==> src/rtl/frame_timing_rx.sv <==
// frame_timing_rx: frame/line/data-valid timing receiver and pixel tagger.
// Ports: clk, rst (sync, active-high); fval/lval/dval/pix_in timing inputs;
//   pix_out/pix_valid/pix_x/pix_y pixel stream delayed one cycle;
//   pixels_per_line/lines_per_frame/fval2lval_cycles/lval2dval_cycles
//   measured geometry; frame_done pulse; err_pix/err_lines/err_proto
//   sticky flags. Optional macro FRAME_RX_CHECKSUM_EN adds a 16-bit
//   per-frame pixel checksum output.
module frame_timing_rx #(
    parameter int DVAL_HIGH = 640,
    parameter int ROW_COUNT = 480,
    parameter int PIX_W     = 8
) (
    input  logic             clk,
    input  logic             rst,
    input  logic             fval,
    input  logic             lval,
    input  logic             dval,
    input  logic [PIX_W-1:0] pix_in,
    output logic [PIX_W-1:0] pix_out,
    output logic             pix_valid,
    output logic [15:0]      pix_x,
    output logic [15:0]      pix_y,
    output logic [15:0]      pixels_per_line,
    output logic [15:0]      lines_per_frame,
    output logic [15:0]      fval2lval_cycles,
    output logic [15:0]      lval2dval_cycles,
    output logic             frame_done,
    output logic             err_pix,
    output logic             err_lines,
    output logic             err_proto
`ifdef FRAME_RX_CHECKSUM_EN
    ,
    output logic [15:0]      checksum
`endif
);

    localparam logic [2:0] S_SYNC  = 3'd0;
    localparam logic [2:0] S_IDLE  = 3'd1;
    localparam logic [2:0] S_FRONT = 3'd2;
    localparam logic [2:0] S_LINE  = 3'd3;
    localparam logic [2:0] S_GAP   = 3'd4;

    function automatic logic [15:0] sat_inc(input logic [15:0] v);
        return (v == 16'hFFFF) ? v : v + 16'd1;
    endfunction

    logic [2:0]  state;
    logic [15:0] line_pix;
    logic [15:0] line_cnt;
    logic [15:0] col;
    logic [15:0] row;
    logic        l2d_done;

    logic        in_frame;
    logic        frame_start;
    logic        frame_end;
    logic        line_start;
    logic        line_end;
    logic [15:0] row_next;

    always_comb begin
        in_frame    = (state == S_FRONT) || (state == S_LINE) ||
                      (state == S_GAP);
        frame_start = (state == S_IDLE) && fval;
        frame_end   = in_frame && !fval;
        // fval low wins over lval: a frame end is never a line start
        line_start  = ((state == S_FRONT) || (state == S_GAP)) &&
                      fval && lval;
        line_end    = (state == S_LINE) && (!fval || !lval);
        row_next    = (line_cnt == 16'd0) ? 16'd0 : sat_inc(row);
    end

    always_ff @(posedge clk) begin
        if (rst) begin
            state            <= S_SYNC;
            line_pix         <= '0;
            line_cnt         <= '0;
            col              <= '0;
            row              <= '0;
            l2d_done         <= 1'b0;
            pix_out          <= '0;
            pix_valid        <= 1'b0;
            pix_x            <= '0;
            pix_y            <= '0;
            pixels_per_line  <= '0;
            lines_per_frame  <= '0;
            fval2lval_cycles <= '0;
            lval2dval_cycles <= '0;
            frame_done       <= 1'b0;
            err_pix          <= 1'b0;
            err_lines        <= 1'b0;
            err_proto        <= 1'b0;
        end else begin
            frame_done <= 1'b0;
            pix_valid  <= 1'b0;

            if (frame_start) begin
                line_pix         <= '0;
                line_cnt         <= '0;
                col              <= '0;
                row              <= '0;
                l2d_done         <= 1'b0;
                lval2dval_cycles <= '0;
                fval2lval_cycles <= lval ? 16'd0 : 16'd1;
                err_pix          <= 1'b0;
                err_lines        <= 1'b0;
                err_proto        <= 1'b0;
            end

            if (state == S_FRONT && fval && !lval)
                fval2lval_cycles <= sat_inc(fval2lval_cycles);

            if (line_start) begin
                line_cnt <= sat_inc(line_cnt);
                row      <= row_next;
                line_pix <= {15'd0, dval};
                if (!l2d_done) begin
                    if (dval) l2d_done <= 1'b1;
                    else      lval2dval_cycles <= 16'd1;
                end
            end

            if (state == S_LINE && fval && lval) begin
                if (dval) line_pix <= sat_inc(line_pix);
                if (!l2d_done) begin
                    if (dval) l2d_done <= 1'b1;
                    else      lval2dval_cycles <= sat_inc(lval2dval_cycles);
                end
            end

            // line close precedes the frame-end line count check
            if (line_end) begin
                pixels_per_line <= line_pix;
                l2d_done        <= 1'b1;
                if (line_pix != 16'(DVAL_HIGH)) err_pix <= 1'b1;
            end

            if (frame_end) begin
                lines_per_frame <= line_cnt;
                frame_done      <= 1'b1;
                if (line_cnt != 16'(ROW_COUNT)) err_lines <= 1'b1;
            end

            // a frame caught mid-flight in SYNC produces nothing
            if (state != S_SYNC) begin
                if ((dval && !lval) || (lval && !fval)) err_proto <= 1'b1;
                if (dval) begin
                    pix_valid <= 1'b1;
                    pix_out   <= pix_in;
                    pix_x     <= (line_start || frame_start) ? 16'd0 : col;
                    pix_y     <= frame_start ? 16'd0 :
                                 line_start  ? row_next : row;
                    col       <= (line_start || frame_start) ? 16'd1 :
                                 sat_inc(col);
                end else if (line_start) begin
                    col <= '0;
                end
            end

            unique case (state)
                S_SYNC:  if (!fval) state <= S_IDLE;
                S_IDLE:  if (fval) state <= S_FRONT;
                S_FRONT: if (!fval) state <= S_IDLE;
                         else if (lval) state <= S_LINE;
                S_LINE:  if (!fval) state <= S_IDLE;
                         else if (!lval) state <= S_GAP;
                S_GAP:   if (!fval) state <= S_IDLE;
                         else if (lval) state <= S_LINE;
                default: state <= S_SYNC;
            endcase
        end
    end

`ifdef FRAME_RX_CHECKSUM_EN
    logic [15:0] sum_acc;

    always_ff @(posedge clk) begin
        if (rst) begin
            sum_acc  <= '0;
            checksum <= '0;
        end else begin
            if (frame_start) begin
                sum_acc  <= dval ? 16'(pix_in) : 16'd0;
                checksum <= '0;
            end else if (in_frame && fval && dval) begin
                sum_acc <= sum_acc + 16'(pix_in);
            end
            if (frame_end) checksum <= sum_acc;
        end
    end
`endif

endmodule

==> config.mk <==
export PLATFORM = sky130hd
export DESIGN_NAME = frame_timing_rx
export DESIGN_NICKNAME = d
export VERILOG_FILES = /design/src/rtl/frame_timing_rx.sv
export SDC_FILE = /design/constraint.sdc
export NUM_CORES = 1
export LEC_CHECK = 0
export ABC_AREA = 1
export CORE_MARGIN = 10
export CORE_UTILIZATION = 40
export CTS_BUF_LIST = sky130_fd_sc_hd__clkbuf_16
export DETAILED_ROUTE_END_ITERATION = 6
export HOLD_SLACK_MARGIN = 0.02
export PLACE_DENSITY = 0.69
export SKIP_LAST_GASP = 1
export SLEW_MARGIN = 25
export SYNTH_ARGS = -nofsm -noshare
export SYNTH_HDL_FRONTEND = slang
export SYNTH_SLANG_ARGS = --single-unit
==> constraint.sdc <==
create_clock -name clk -period 2 [get_ports clk]
set_input_delay 0.3 -clock clk [delete_from_list [all_inputs] [get_ports clk]]
set_output_delay 0.3 -clock clk [all_outputs]
set_load 0.01 [all_outputs]
==> impl_results.md <==
* Worst Path Max Fanout at 4
* Vias at 9583
* Top cell types by occurrence after synthesis: nand2_1, dfxtp_1, nor2_1, inv_1, a21oi_1
* Final Core Density at 0.525
* RSZ-0062 raised after global routing: false
* Buf+Inv Stages, Crit Path at 2
* CP max stage cell: dfxtp_2
* Final critical-path share of the clock period at 0.910
* TritonCTS buffer count at 17
* Top post-synthesis cells by area: dfxtp_1, nand2_1, a21oi_1
* CP dominant cell by count: nand2_1
* Area after DPL at 11200 µm²
* Clock Tree Buf Depth at 2
* Fin. Hold Viols at 0
* Initial Util at 0.405
* First-pass DRT Iterations at 7
* Total grt overflow at 0
* Initial antenna violation count at 1
* Synth warnings at 0
* Post-synth ARST share at 0
* Post-Synth XOR/XNOR Area at 0.0183
* Share of post-route cells with drive strength above 1 at 0.114
* Slew Viols, Final at 0
* Cell Rows at 55
* Worst slew margin at 0.622
* Fmax at 550 MHz
* Total clock sinks at 177
* Routed WL per cell at 14.1 µm
* Io pins at 122
* Worst r2r path cells at 11
* Hold Crit Endpoint: line_cnt[14]
* Final Critical Period at 1.82 ns
* CP Class: flip-flop to flip-flop
* Top Usage Layer GRT: met2
* Nets at 1588
* Crit. path cell count at 11
* Synth Instances at 1381
* Final-report setup violation count at 0
* Die Y at 171 µm
* Crit path cell chain: ha_4 -> nand3_1 -> nor3_2 -> nand3_2 -> buf_4 -> nor2_8 -> nand2_1 -> nand2_1 -> o21ai_0 -> nand2_1 -> inv_1
* Syn_area_per_cell at 6.60 µm²
* Initial drt markers at 883
* Largest family of logic cells by synthesized area: simple AND/OR/NAND/NOR gates
* Core area at 22500 µm²
* Mux contribution to synthesized area at 0
* Post-synth EDFFs at 0
* Crit path DAT at 2.16 ns
* Antenna Nets Post-Route at 0
* RR Startpoint: line_pix[1]
* Worst path max stage delay at 0.39 ns
* Type of origin of the critical path: flip-flop
* Clock root buffer: clkbuf_16
* Area of the multi-input gates at 4810 µm²
* Worst r2r dst: line_pix[8]
* Layout Cells excl Fill at 1866
* # fillers at 2186
* RD Place Congestion at 0.947
* Die X-Extent at 171 µm
* Cell area after synthesis at 9120 µm²
* Hold_ws at 0.387 ns
* Met2 usage in global routing at 0.288
* Worst slack at placement at -0.0701 ns
* Post-synthesis simple-gate area fraction at 0.349
* Max Cap Viol at 0
* Worst-Margin Slew at 0.567 ns
* Global-route track usage on met3 at 0.0426
* Post-CTS Setup Bufs at 0
* Prevailing post-synth register cell: dfxtp_1
* Depth of the CTS H-tree at 4
* HP Start: rst
* Worst hold path type: primary input to flip-flop
* Dpl cells at 1833
* Most frequent cell after synthesis: nand2_1
* CP delay by family, top: simple AND/OR/NAND/NOR gates
* Input/output buffers at 121
* First-pass GRT wire length at 43700 µm
* Post-synthesis compound-gate area fraction at 0.146
* Clk_lat worst skew at 0.44 ns
* DR DRC count at 0
* Vias in the first global route at 8939
* CTS Hold Buffers Added at 0
* Max rail drop VDD at 525 µV
* PD cells at 850 nW/µm²
* CP required at 2.34 ns
* Total global-route track usage at 0.180
* Clk slew on worst S/H paths at 0.08 ns
* Sequential fraction of the synthesis area at 0.389
* Hold Path Cell Cnt at 3
* Area growth syn-to-layout at 29.5%
* Post-synth top area cell: dfxtp_1
* Met1 Use GR at 0.231
* HPWL after detailed placement at 19600 µm
* Pin count of the biggest net entering global routing at 46
* Adder-cell area share of the yosys netlist at 0.0110
* Seq. cell area at 3550 µm²
* CTS tree: done
* Yosys cell types at 43
* Routed wire length at 26400 µm
* Leakage power at 4.83 nW
* Status: finished clean
* Via-to-Cell Ratio at 5.14
* Syn Nets at 1402
* Top-area cell type share of the netlist area at 0.389
* Fin area at 11800 µm²
* Layout Skew at 0.0129 ns
* Worst Setup Slack, final at 0.181 ns
* CP Capture Type: flip-flop
* Die footprint at 29200 µm²
* Setup slack, reg-to-reg at 0.18 ns
* FF+latch count, synth at 177
[through the flow]
| stage | total power [mW] | setup TNS, ns |
|---|---|---|
| final | 10.0 | 0 |
| after global routing | 10.6 | 0 |
| after CTS | 10.1 | 0 |
| after detailed placement | 6.78 | -0.746 |
| after global placement | 6.75 | -0.0659 |
| after floorplan | 5.51 | 0 |
[placed cells by master, fill, tap and decap left out, types with 26 or more instances in the layout]
cell	instances
nand2_1	357
dfxtp_1	172
nor2_1	141
inv_1	139
a21oi_1	123
nand3_1	120
clkdlybuf4s50_1	120
buf_4	98
o21ai_0	97
nand4_1	38
nor3_1	26
[layout make-up]
class / count / share of cell area
multi-input combinational: 1004 / 0.407
sequential: 177 / 0.301
timing repair buffer: 220 / 0.166
inverter: 147 / 0.0469
clock buffer: 17 / 0.0360
tap: 285 / 0.0302
clock inverter: 15 / 0.0126
antenna: 1 / 0.000212
[power breakdown]
part | internal (mW) | total (mW) | switching [mW]
Clock | 1.75 | 3.31 | 1.56
Sequential | 3.79 | 3.97 | 0.178
Combinational | 1.10 | 2.76 | 1.67
[cell families after synthesis]
| kind of cell | Yosys count |
|---|---|
| adder cells (fa/ha/maj) | 8 |
| XOR/XNOR | 19 |
| flip-flops | 177 |
| AND/OR/NAND/NOR | 724 |
| AO/OA/AOI/OAI | 253 |
| buffers and inverters | 200 |
[registers in the layout, indices dropped and copies added, names as in the netlist]
signal,flops
lval2dval_cycles,16
row,16
err_proto,1
pix_y,16
err_lines,1
pix_x,16
fval2lval_cycles,16
pix_valid,1
col,16
line_cnt,16
frame_done,1
lines_per_frame,16
err_pix,1
state,3
pix_out,8
pixels_per_line,16
l2d_done,1
line_pix,16
[worst register-to-register path: stages (launching register included)]
cell,delay [ns]
dfxtp_2,0.39
ha_4,0.18
nand3_1,0.15
nor3_2,0.25
nand3_2,0.13
buf_4,0.18
nor2_8,0.10
nand2_1,0.12
nand2_1,0.07
o21ai_0,0.06
nand2_1,0.07
inv_1,0.03
[worst max path at each step]
stage / to / from
2_1_floorplan: lval2dval_cycles[1] / lval2dval_cycles[1]
3_3_place_gp: line_pix[8] / lval
3_5_place_dp: lval2dval_cycles[4] / lval
4_1_cts: line_cnt[6] / line_cnt[0]
5_1_grt: pix_y[13] / line_cnt[0]
6_report: line_pix[8] / line_pix[1]
[what timing repair did]
action | 4_1_cts | 5_1_grt
gates resized for setup | 0 | 13
setup endpoints to repair | 0 | 54
endpoints found under the hold margin | 0 | 0
[metal layers]
| metal | vias up | wire length [µm] |
|---|---|---|
| li1 | 4889 | - |
| met1 | 4388 | 12300 |
| met2 | 267 | 11900 |
| met3 | 39 | 1600 |
| met4 | 0 | 529 |
| met5 | - | 0 |
Power figures use the tool's default switching activity.
==> patch (same settings) <==
Change the parameter `ROW_COUNT` from 480 to 360.
--- a/src/rtl/frame_timing_rx.sv
+++ b/src/rtl/frame_timing_rx.sv
@@ -8,5 +8,5 @@
 module frame_timing_rx #(
     parameter int DVAL_HIGH = 640,
-    parameter int ROW_COUNT = 480,
+    parameter int ROW_COUNT = 360,
     parameter int PIX_W     = 8
 ) (
Formal check against the unedited RTL: same outputs for any inputs over 4 cycles, from zero or initial values and one cycle with rst high; that may be too few to reach the edited logic, so the function may still have changed.
==> patch against the unedited design <==
  * Count of clock-buffer cells in the layout unchanged
  * Final area increased by 2.6%
  * Wire length increased by 3.5%
  * Die area fell by 1.2%
  * Sequential cell count unchanged
  * Synthesized area decreased by 1.4%
  * Worst setup slack worse by 28 ps
  * Core utilization is 2.7 points higher
  * Combinational power is 6% lower
  * Power increased by 3.5%
==> patch: results (changes against the unedited design) <==
{| class="wikitable"
! Metric !! Value
|-
| First-pass detailed-route iteration total || 5 (-2)
|-
| Result of the run || finished clean
|-
| Endpoint arrival time on the critical path || 2210 ps (+50 ps)
|-
| Critical path startpoint || fval2lval_cycles[0]$_SDFFE_PP0P_
|-
| Slack of the worst reg-to-reg path || 150 ps (-30 ps)
|-
| Vias || 9579 (-0.042%)
|-
| Number of nets produced by synthesis || 1384 (-1.3%)
|-
| DRC marker count from the first detailed-route iteration || 629 (-29%)
|-
| Number of cells traversed by the worst hold path || 2 (-1)
|-
| Share of the yosys chip area belonging to registers || 39.4% (+0.55 points)
|-
| Leading post-synthesis cells by instance count || sky130_fd_sc_hd__nand2_1 (374), sky130_fd_sc_hd__dfxtp_1 (177), sky130_fd_sc_hd__a21oi_1 (134), sky130_fd_sc_hd__inv_1 (132), sky130_fd_sc_hd__nor2_1 (131)
|-
| Nets@finish || 1601 (+0.82%)
|-
| DP Worst Slack || -162 ps (-92.2 ps)
|-
| Cell count of the worst reg-to-reg path || 10 (-1)
|-
| Capture instance of the worst register-to-register path || fval2lval_cycles[12]$_SDFFE_PP0P_
|-
| VDD IR max || 0.616 mV (+17%)
|-
| Count of filler cells inserted in the layout || 2121 (-3.0%)
|-
| Worst Skew || 12.2 ps (-0.618 ps)
|-
| Via count of the first global-routing pass || 8988 (+0.55%)
|-
| Most area-consuming cells after synthesis || sky130_fd_sc_hd__dfxtp_1 (39%), sky130_fd_sc_hd__nand2_1 (16%), sky130_fd_sc_hd__a21oi_1 (7.5%), sky130_fd_sc_hd__nand3_1 (6.6%), sky130_fd_sc_hd__inv_1 (5.5%)
|-
| HPWL Detailed || 20300 um (+3.6%)
|-
| Hold path endpoint || col[2]$_SDFFE_PP0P_
|-
| Headroom to the max-slew limit || 48.3% (-14 points)
|-
| Leakage power || 4.89 nW (+1.3%)
|-
| Fraction of final layout cells sized beyond drive strength 1 || 13.0% (+1.6 points)
|}
[patch: cell count changes after synthesis, sizes merged, moves of 4 or more]
cell,unedited run,this run
a21oi,124,135
and2,6,2
buf,23,13
clkbuf,30,36
inv,147,137
nand2,367,383
nand3,124,120
nor2,150,140
o21ai,109,92
xor2,18,12
[patch: per-stage QoR]
step	hold WS, ps	utilization [%]	area [sq um]	instances	power (mW)
after floorplan	457	-	8990	1363	5.28
after global placement	451	51.8	11400	1839	6.56
after detailed placement	454	51.8	11400	1839	6.57
after CTS	261	54.9	12000	1871	10.4
after global routing	268	55.2	12100	1873	10.9
final	277	55.2	12100	1874	10.4
[patch: repair_timing]
action                                  in CTS  in global routing
resized for setup                            0                 16
hold buffers                                 0                  0
buffers inserted                             0                  2
endpoints found under the setup margin       0                 48
[patch: how the worst max path moves through the flow]
stage | end | slack [ps]
finish | fval2lval_cycles[12]$_SDFFE_PP0P_ | 150
global route | line_pix[8]$_SDFFE_PP0P_ | -20
CTS | col[13]$_SDFFE_PP0P_ | 50
detailed placement | line_pix[5]$_SDFFE_PP0P_ | -160
global placement | col[13]$_SDFFE_PP0P_ | -140
floorplan | line_cnt[10]$_SDFFE_PP0P_ | 290
[patch: final cells by class]
class | count | area [sq um] | share of cell area, %
Timing Repair Buffer | 247 | 2260 | 18.7
Antenna cell | 1 | 2.50 | 0.0207
Inverter | 138 | 520 | 4.30
Clock inverter | 15 | 253 | 2.09
Multi-Input combinational cell | 999 | 4750 | 39.2
Tap cell | 280 | 350 | 2.89
Sequential cell | 177 | 3550 | 29.3
Clock buffer | 17 | 425 | 3.51
[patch: cells by family after synthesis]
kind of cell               synth area share (%)
DFF                                        39.4
AOI/OAI and AO/OA                          14.5
adders and majority gates                  1.11
and+or+nand+nor                            35.2
xor gates and xnor gates                   1.46
buffers and inverters                      8.31
[patch: power by group]
group	switching, mW	internal (mW)	total, mW
combinational	1.51	1.10	2.60
clock	1.50	2.36	3.86
sequential	0.160	3.76	3.92
total	3.16	7.22	10.4
[patch: worst register-to-register path, delay by kind of cell (launching register included)]
family	cells	cell delay [ps]
flip-flops	1	380
AO/OA/AOI/OAI	1	140
AND/OR/NAND/NOR	6	700
adder cells (fa/ha/maj)	1	230
buffers and inverters	2	340
[patch: layer usage]
metal	track usage (%)	wire (um)	vias up
met3	4.47	1900	33
met4	5.11	294	0
met1	24.3	12700	4359
met5	0	0	-
li1	-	-	4911
met2	29.9	12400	276
